[config.mk]
export PLATFORM = sky130hd
export DESIGN_NAME = n_bit_piso_serializer
export DESIGN_NICKNAME = d
export VERILOG_FILES = /design/src/rtl/n_bit_piso_serializer.sv
export SDC_FILE = /design/constraint.sdc
export NUM_CORES = 1
export LEC_CHECK = 0
export CORE_UTILIZATION = 55
export CTS_CLUSTER_SIZE = 16
export DETAILED_ROUTE_END_ITERATION = 12
export GPL_ROUTABILITY_DRIVEN = 0
export PLACE_DENSITY = 0.82
export SETUP_SLACK_MARGIN = 0.1
export SYNTH_ARGS = -nofsm -noshare
export SYNTH_HDL_FRONTEND = slang
export SYNTH_SLANG_ARGS = --single-unit
[constraint.sdc]
create_clock -name clk -period 4.9 [get_ports clk]
set_clock_uncertainty 0.15 [all_clocks]
set_input_delay 0.49 -clock clk [delete_from_list [all_inputs] [get_ports clk]]
set_output_delay 0.49 -clock clk [all_outputs]
set_load 0.01 [all_outputs]
[src/rtl/n_bit_piso_serializer.sv]
// MSB-first parallel-in/serial-out serializer with a one-word holding register
// so consecutive words stream without an idle bit slot.
module n_bit_piso_serializer #(
  parameter int WIDTH = 8
) (
  input  logic             clk,
  input  logic             rst,
  input  logic [WIDTH-1:0] i_data,
  input  logic             i_valid,
  output logic             o_ready,
  input  logic             i_en,
  output logic             o_serial,
  output logic             o_serial_valid,
  output logic             o_last,
  output logic             o_busy
);

  localparam int CW = $clog2(WIDTH);
  localparam logic [CW-1:0] LAST_CNT = CW'(WIDTH - 1);

  typedef enum logic {IDLE, SHIFT} state_e;

  state_e           state_q, state_d;
  logic [WIDTH-1:0] sreg_q, sreg_d;
  logic [WIDTH-1:0] hold_q, hold_d;
  logic             hold_full_q, hold_full_d;
  logic [CW-1:0]    cnt_q, cnt_d;

  logic accept, fin;

  assign o_serial       = sreg_q[WIDTH-1];
  assign o_serial_valid = (state_q == SHIFT);
  assign o_last         = o_serial_valid & (cnt_q == LAST_CNT);
  assign o_ready        = !hold_full_q & !rst;
  assign o_busy         = (state_q == SHIFT) | hold_full_q;

  assign accept = i_valid & o_ready;
  assign fin    = o_last & i_en;

  always_comb begin
    state_d     = state_q;
    sreg_d      = sreg_q;
    hold_d      = hold_q;
    hold_full_d = hold_full_q;
    cnt_d       = cnt_q;
    unique case (state_q)
      IDLE: begin
        if (accept) begin
          sreg_d  = i_data;
          cnt_d   = '0;
          state_d = SHIFT;
        end
      end
      SHIFT: begin
        if (fin) begin
          cnt_d = '0;
          // Held word has priority; a same-cycle accept can only happen when hold is empty.
          if (hold_full_q) begin
            sreg_d      = hold_q;
            hold_full_d = 1'b0;
          end else if (accept) begin
            sreg_d = i_data;
          end else begin
            state_d = IDLE;
          end
        end else begin
          if (i_en) begin
            sreg_d = {sreg_q[WIDTH-2:0], 1'b0};
            cnt_d  = cnt_q + CW'(1);
          end
          if (accept) begin
            hold_d      = i_data;
            hold_full_d = 1'b1;
          end
        end
      end
      default: state_d = IDLE;
    endcase
  end

  always_ff @(posedge clk) begin
    if (rst) begin
      state_q     <= IDLE;
      sreg_q      <= '0;
      hold_q      <= '0;
      hold_full_q <= 1'b0;
      cnt_q       <= '0;
    end else begin
      state_q     <= state_d;
      sreg_q      <= sreg_d;
      hold_q      <= hold_d;
      hold_full_q <= hold_full_d;
      cnt_q       <= cnt_d;
    end
  end

endmodule

* Yosys cells after proc, flatten, opt, wreduce, memory -nomap -nowiden
Cells that the tools add are included.
** Word-level totals
- Flip-flop bits (word level) :: 21
- Output and inout port bits :: 5
- Word-level logic and storage cells :: 37
** Operators by class
- Add/sub/neg operators :: 1
- Eq/ne operators :: 3
- Muxes and demuxes :: 15
- Bitwise operators :: 7
- Reduce and logical (&&, ||, !) cells :: 6
** Operators with widths (number)
- 8-bit 2-to-1 mux :: 4
- 8-bit case mux with 2 select lines :: 1
- 3-bit 2-to-1 mux :: 3
- 3-bit case mux with 2 select lines :: 1
- 1-bit 2-to-1 mux :: 5
- 1-bit AND :: 4
- 2-bit AND reduction :: 2
- 3-bit by 1-bit adder with 3-bit output (second input constant) :: 1
- 3-bit == test (second input constant) :: 1
- 3-bit by 2-bit != test with 1-bit output (second input constant) :: 1
- 3-bit AND reduction :: 1
- 1-bit logical NOT :: 2
- 2-bit != test (second input constant) :: 1
- 1-bit inverter :: 2
- 1-bit case mux with 2 select lines :: 1
- 2-bit nonzero test :: 1
- 1-bit OR :: 1

* Longest topological paths before layout
Gate-level depths: netlist of the first run.
- Depth after elaboration :: 7
- Gate-level depth with buffers :: 7
- Mapped depth without buffers :: 6

* Least setup slack after synthesis of the first run
OpenSTA, ideal clock, no wires.
- Path type :: reg-to-output
- From :: reg cnt_q[0]
- To :: out o_last
- Arrival :: 1.102 ns
- Data required time :: 4.260 ns
- Path slack :: 3.158 ns
- Stages on the path, launching flop included :: 5
- Buffers on the path :: 1
- Cells stage by stage :: dfxtp_1 ha_1 ha_1 clkbuf_1 and2_1
** Between the ends
- Word-level cells in the longest chain between the ends :: 2
** RTL lines
- start, declared :: line 27 : logic [CW-1:0] cnt_q, cnt_d;
- start signal, assigned :: line 93 : cnt_q <= cnt_d;
- 3-bit == test :: line 33 : assign o_last = o_serial_valid & (cnt_q == LAST_CNT);
- 1-bit AND :: line 33
- end, declared :: line 14 : output logic o_last,
No other way between the ends.

* Worst setup path in the final report of the first run
Ends and elaborated chain as after synthesis.

==> run summary, run 1 <==
Setup crit start kind: flop
Run status: complete, no violations
Worst-Margin Slew: 658 ps
Count of unique library cells instantiated by Yosys: 30
Root cell of the clock tree: sky130_fd_sc_hd__clkbuf_4
Share of synthesized cell area in full adder, half adder and majority cells: 0.0236
Average via count per standard cell: 5.49
DRC violations left: 0
HP Class: reg2reg
GR Overflow Total: 0
Avg WL per Cell: 13.3 um
Post-Syn Area per Cell: 9.14 um^2
Launch point of the worst path: cnt_q[0]
Buffers inserted during post-CTS setup optimization: 0
Post-DP HPWL: 1.36 mm
Final Non-Filler Cells: 154
Drt total wl: 2.05 mm
Worst supply voltage drop on vdd: 0.000185 V
Final count of pins violating max slew: 0
Critical setup path kind: reg2out
Number of antenna violations at the first check in global routing: 0
Prevailing post-synth register cell: sky130_fd_sc_hd__dfxtp_1
Post-DP Area: 1220 um^2
Final cell utilization of the core: 0.708
Post-synthesis register bit count: 21
Synth top area share: 0.397
Hold_buf cts: 0
Num Clock Sinks: 21
I/O pin count: 17
Total Neg Setup Slack: 0 ps
Via count: 845
Final net count: 144
Syn-to-layout area delta: 17.8%
Met1 routing resource usage after global routing: 0.318
Number of synthesized flops with an enable pin: 0
Number of cells produced by synthesis: 116
Final-report setup violation count: 0
Worst setup slack for register-to-register paths: 2700 ps
Switching power summed over all nets: 0.0888 mW
LEAKAGE: 0.496 nW
Full die area: 2110 um^2
Global-route layer with the greatest usage: met2
Capturing element type of the critical path: primary output
Req. time, crit path: 4260 ps
Power Internal: 0.249 mW
Global-route wire length before repair: 3.42 mm
Global-route usage over all layers: 0.225
Initial DRT Pass Iterations: 5
Worst reg2reg path depth: 5
Clock tree from TritonCTS: built
First-iteration detailed-routing DRC count: 20
Power density cells: 271 nW/um^2
ANT cells: 0
Endpoint arrival time on the critical path: 2140 ps
Clock transition at the registers of the reported paths: 120 ps
Async set or reset register ratio after synthesis: 0
Inserted Clock Buffers: 3
Post-Synth XOR/XNOR Area: 0
Dominant combinational cell family by area after synthesis: simple AND/OR/NAND/NOR gates
Layout cell share with drive strength beyond 1: 0.0930
Rel. slew slack: 0.561
Proportion of synthesized area in mux cells: 0.0756
Top cell types by occurrence after synthesis: sky130_fd_sc_hd__dfxtp_1 (21), sky130_fd_sc_hd__nor2_1 (14), sky130_fd_sc_hd__nand2_1 (9)
Die Span X: 45.9 um
Crit Reg-Reg Endpoint: sreg_q[7]
Placed cell count: 150
Final cell area excluding filler cells: 1250 um^2
Maximum number of pins on one net before global-route repair: 26
Simple logic cell fraction of the synthesized area: 0.270
Net switching fraction of the power: 0.262
M2 GR Usage: 0.330
Worst setup path endpoint: o_last
Yosys Warn Count: 0
Share of the yosys chip area belonging to registers: 0.397
Mapped cell area: 1060 um^2
Minimum period implied by the final worst setup slack: 2780 ps
Count of cells along the worst hold path: 2
Top cells by area, synth: sky130_fd_sc_hd__dfxtp_1 (40%), sky130_fd_sc_hd__mux2i_1 (7.6%), sky130_fd_sc_hd__o221a_1 (7.4%)
Number of nets in the synthesized netlist: 130
Met3 GRT Util: 0.0476
Most used standard cell by instance count after synthesis: sky130_fd_sc_hd__dfxtp_1
Tcrit/Tclk final: 0.567
Source of the worst register-to-register timing path: cnt_q[0]
Worst-skew pair later-pin latency: 300 ps
Comb pwr share: 0.189
Number of buffers added on ports: 16
Clock network power share: 0.244
Part of the power in registers: 0.566
Final Hold Vio Count: 0
Largest area contributor in the synthesized netlist: sky130_fd_sc_hd__dfxtp_1
Number of buffers on the longest clock path: 2
Max Freq: 360 MHz
H-tree level count: 1
Area fraction in compound gates after synthesis: 0.195
CTS resizes: 0
RSZ-0062 raised after global routing: no
Core area: 1760 um^2
Via count of the first global-routing pass: 776
Effective utilization at floorplan: 0.601
Site row count: 15
Peak fanout along the critical path: 22
Antenna-violating nets left: 0
Die extent in y: 45.9 um
Max-capacitance violation count: 0
==> state kept, by name (all words and copies together) (netlist names) <==
signal and cells:
cnt_q 3, sreg_q 8, o_serial_valid 1, hold_q 8, hold_full_q 1
==> power groups by stage <==
stage | sequential (mW) | clock (mW) | combinational (mW)
4_1_cts | 0.192 | 0.0857 | 0.0642
3_3_place_gp | 0.195 | 0 | 0.0625
3_5_place_dp | 0.195 | 0 | 0.0635
2_1_floorplan | 0.192 | 0 | 0.0424
6_report | 0.192 | 0.0827 | 0.0640
5_1_grt | 0.193 | 0.0903 | 0.0705
==> critical path, cell delays in order, from the launching register on <==
cell                              delay [ps]
sky130_fd_sc_hd__dfxtp_1                 370
sky130_fd_sc_hd__ha_1                    150
sky130_fd_sc_hd__ha_1                    570
sky130_fd_sc_hd__and2_1                  210
sky130_fd_sc_hd__clkdlybuf4s50_1         530
==> routing by layer <==
metal	up-vias	share of wire
met5	-	0
met4	0	0
met3	0	0.066
met2	34	0.47
met1	375	0.47
li1	436	-
==> worst min path at each step <==
stage / from / slack (ps) / to
2_1_floorplan: hold_q[1] / 300 / hold_q[1]
3_3_place_gp: hold_q[7] / 320 / hold_q[7]
3_5_place_dp: hold_q[0] / 330 / sreg_q[0]
4_1_cts: hold_q[0] / 350 / sreg_q[0]
5_1_grt: hold_q[0] / 380 / sreg_q[0]
6_report: hold_q[0] / 350 / sreg_q[0]
==> per-stage QoR <==
step	power (mW)	setup slack [ps]	hold slack, ps
6_report	0.338	2120	348
5_1_grt	0.354	2010	380
4_1_cts	0.341	2120	349
3_5_place_dp	0.259	2470	329
3_3_place_gp	0.257	2490	316
2_1_floorplan	0.234	3160	304
==> cell families (layout without fill, tap and decap cells) <==
family / count (synthesis) / count (layout)
AO/OA/AOI/OAI: 26 / 26
adder cells (fa/ha/maj): 2 / 2
buffers and inverters: 9 / 22
flip-flops: 21 / 21
multiplexers: 8 / 8
AND/OR/NAND/NOR: 50 / 50
==> final cells by class <==
class,instances,area (um^2)
clock buffer,3,22.5
clock inverter,1,5.00
fill,155,515
inverter,1,3.75
multi-input combinational,86,598
sequential,21,420
tap,25,31.3
timing repair buffer,17,168
==> cells in the final DEF, fill, tap and decap left out <==
cell type                         synthesis  layout
sky130_fd_sc_hd__nor2b_1                  8       8
sky130_fd_sc_hd__and2_1                   2       2
sky130_fd_sc_hd__nor2_1                  14      14
sky130_fd_sc_hd__o21ai_0                  8       8
sky130_fd_sc_hd__or2_2                    1       1
sky130_fd_sc_hd__a21boi_1                 1       1
sky130_fd_sc_hd__dfxtp_1                 21      21
sky130_fd_sc_hd__nor3_1                   1       1
sky130_fd_sc_hd__nand2_2                  1       1
sky130_fd_sc_hd__o221ai_1                 1       1
sky130_fd_sc_hd__clkinv_2                 0       1
sky130_fd_sc_hd__nor3_4                   1       1
sky130_fd_sc_hd__ha_1                     2       2
sky130_fd_sc_hd__o21a_4                   1       1
sky130_fd_sc_hd__mux2i_1                  8       8
sky130_fd_sc_hd__nand2b_4                 1       1
sky130_fd_sc_hd__buf_4                    1       1
sky130_fd_sc_hd__nand3b_1                 7       7
sky130_fd_sc_hd__nand2_1                  9       9
sky130_fd_sc_hd__nor3b_2                  1       1
sky130_fd_sc_hd__a2bb2oi_1                1       1
sky130_fd_sc_hd__nand2b_1                 3       3
sky130_fd_sc_hd__a311oi_1                 1       1
sky130_fd_sc_hd__o221a_1                  7       7
sky130_fd_sc_hd__clkbuf_4                 0       3
sky130_fd_sc_hd__inv_1                    1       1
sky130_fd_sc_hd__clkdlybuf4s50_1          0      16
sky130_fd_sc_hd__nand4_1                  1       1
sky130_fd_sc_hd__a21oi_2                  1       1
sky130_fd_sc_hd__a21oi_1                  3       3
sky130_fd_sc_hd__a22oi_1                  2       2
Power figures use the tool's default switching activity.
==> run 2: changes to the inputs <==
--- a/config.mk
+++ b/config.mk
@@ -5,11 +5,11 @@
 export SDC_FILE = /design/constraint.sdc
 export NUM_CORES = 1
 export LEC_CHECK = 0
-export CORE_UTILIZATION = 55
+export CORE_UTILIZATION = 51
 export CTS_CLUSTER_SIZE = 16
 export DETAILED_ROUTE_END_ITERATION = 12
 export GPL_ROUTABILITY_DRIVEN = 0
-export PLACE_DENSITY = 0.82
+export PLACE_DENSITY = 0.77
 export SETUP_SLACK_MARGIN = 0.1
 export SYNTH_ARGS = -nofsm -noshare
 export SYNTH_HDL_FRONTEND = slang
==> constraint.sdc (replaced) <==
create_clock -name clk -period 2.8 [get_ports clk]
set_clock_uncertainty 0.15 [all_clocks]
set_input_delay 0.28 -clock clk [delete_from_list [all_inputs] [get_ports clk]]
set_output_delay 0.28 -clock clk [all_outputs]
set_load 0.01 [all_outputs]
==> run 2 against run 1 <==
  * Setup slack got worse by 1700 ps
  * Via count decreased by 0.36%
  * Global-route usage decreased by 1.7 points
  * Register-to-register slack got worse by 1900 ps
  * Sequential power increased by 75%
  * First-iteration DRC count increased by 15%
  * Power increased by 75%
  * Non-clock buffer count increased by 1
  * Sequential share of layout area decreased by 0.27 points
  * Clock power increased by 77%
  * Die area increased by 7.5%
  * Largest cell class unchanged
==> run summary, run 2 (synthesis gave the netlist of run 1 again) <==
Source of the worst register-to-register timing path: cnt_q[0]
Maximum number of pins on one net before global-route repair: 21
Clock network power share: 0.246
Antenna-violating nets left: 0
Setup crit start kind: flop
ANT cells: 0
Inserted Clock Buffers: 3
RSZ-0062 raised after global routing: no
Post-DP HPWL: 1.51 mm
Comb pwr share: 0.187
H-tree level count: 1
LEAKAGE: 0.501 nW
Site row count: 16
Average via count per standard cell: 5.36
Critical path, cell by cell: ha_1 -> ha_1 -> and2_1 -> clkdlybuf4s50_1
Final Hold Vio Count: 0
Critical setup path kind: reg2out
Most frequent cells in the layout: sky130_fd_sc_hd__dfxtp_1 (21), sky130_fd_sc_hd__clkdlybuf4s50_1 (16), sky130_fd_sc_hd__nor2_1 (14)
Worst supply voltage drop on vdd: 0.000293 V
Count of cells along the worst hold path: 2
Effective utilization at floorplan: 0.540
Capturing element type of the critical path: primary output
Max Freq: 427 MHz
Hold_buf cts: 0
Commonest non-fill, non-tap cell in the layout: sky130_fd_sc_hd__dfxtp_1
Worst setup slack for register-to-register paths: 830 ps
GR Overflow Total: 0
First-iteration detailed-routing DRC count: 23
CP max stage delay: 530 ps
Syn-to-layout area delta: 18.8%
Rel. slew slack: 0.638
Clock tree from TritonCTS: built
Power density cells: 471 nW/um^2
Minimum period implied by the final worst setup slack: 2340 ps
Total Neg Setup Slack: 0 ps
Crit Reg-Reg Endpoint: sreg_q[0]
CTS resizes: 0
Met3 GRT Util: 0.0226
Final count of pins violating max slew: 0
Die Span X: 47.6 um
Global-route layer with the greatest usage: met2
Final-report setup violation count: 0
Endpoint arrival time on the critical path: 1910 ps
Num Clock Sinks: 21
Global-route wire length before repair: 3.22 mm
Run status: complete, no violations
M2 GR Usage: 0.304
Switching power summed over all nets: 0.157 mW
Number of buffers on the longest clock path: 2
Worst Slack Setup Final: 458 ps
Post-DP Area: 1230 um^2
Root cell of the clock tree: sky130_fd_sc_hd__clkbuf_4
Net switching fraction of the power: 0.264
Final cell utilization of the core: 0.642
CP most frequent cell: sky130_fd_sc_hd__ha_1
End point of the worst hold path: sreg_q[0]
Via count of the first global-routing pass: 726
Drt total wl: 2.14 mm
Full die area: 2260 um^2
Pre-CTS setup slack: 798 ps
Tcrit/Tclk final: 0.837
I/O pin count: 17
Crit path max-delay cell type: sky130_fd_sc_hd__clkdlybuf4s50_1
Worst reg2reg path depth: 6
Core area: 1960 um^2
Global-route usage over all layers: 0.208
Via count: 842
Avg WL per Cell: 13.6 um
Met1 routing resource usage after global routing: 0.296
Startpoint of the lowest-slack hold path: hold_q[0]
Power Internal: 0.437 mW
Clock transition at the registers of the reported paths: 110 ps
Registers with the highest flip-flop counts: hold_q: 8 flops, sreg_q: 8 flops, cnt_q: 3 flops
Final net count: 145
Max-capacitance violation count: 0
HP Class: reg2reg
Die extent in y: 47.6 um
Worst-Margin Slew: 543 ps
Peak fanout along the critical path: 12
Number of buffers added on ports: 16
Part of the power in registers: 0.567
Buffers inserted during post-CTS setup optimization: 0
Number of antenna violations at the first check in global routing: 0
Final cell area excluding filler cells: 1260 um^2
DRC violations left: 0
Req. time, crit path: 2370 ps
Layout cell share with drive strength beyond 1: 0.100
Worst-skew pair later-pin latency: 300 ps
Initial DRT Pass Iterations: 4
==> run 2: cell types whose count changed in the layout (fill, tap and decap cells not counted), sizes merged <==
cell,delta
buf,+1
==> run 2: power groups by stage <==
stage	logic [mW]	clock network, mW	registers (mW)
3_3_place_gp	0.109	0	0.342
5_1_grt	0.121	0.158	0.339
6_report	0.111	0.146	0.336
3_5_place_dp	0.112	0	0.342
4_1_cts	0.112	0.151	0.336
2_1_floorplan	0.0742	0	0.335
==> run 2: how the worst max path moves through the flow <==
| stage | endpoint | start | slack (ps) |
|---|---|---|---|
| 6_report | o_last | cnt_q[0] | 460 |
| 5_1_grt | o_last | cnt_q[0] | 360 |
| 4_1_cts | o_last | cnt_q[0] | 440 |
| 3_5_place_dp | o_last | cnt_q[0] | 800 |
| 3_3_place_gp | o_last | cnt_q[0] | 810 |
| 2_1_floorplan | sreg_q[0] | cnt_q[0] | 1140 |
==> run 2: per-stage QoR <==
step / std cells / power (mW) / hold WS [ps]
finish: 157 / 0.593 / 339
global route: 157 / 0.618 / 371
CTS: 157 / 0.599 / 343
detailed placement: 153 / 0.454 / 329
global placement: 153 / 0.450 / 319
floorplan: 116 / 0.409 / 249
==> run 2: cell type report <==
| class | count | area [um^2] |
|---|---|---|
| fillers | 185 | 703 |
| multi-input cells | 86 | 598 |
| repair buffers | 18 | 175 |
| well taps | 27 | 33.8 |
| inverters | 1 | 3.75 |
| clock inverters | 1 | 5.00 |
| clock buffers | 3 | 22.5 |
| flip-flops and latches | 21 | 420 |
==> run 2: critical path, delay by kind of cell, from the launching register on <==
family	cells	cell delay, ps
adder cells (fa/ha/maj)	2	530
buffers and inverters	1	530
flip-flops	1	370
AND/OR/NAND/NOR	1	180
==> run 2: routing by layer <==
layer / wire length, um / vias up
li1: - / 441
met3: 46 / 4
met2: 963 / 15
met5: 0 / -
met1: 1080 / 382
met4: 41 / 0
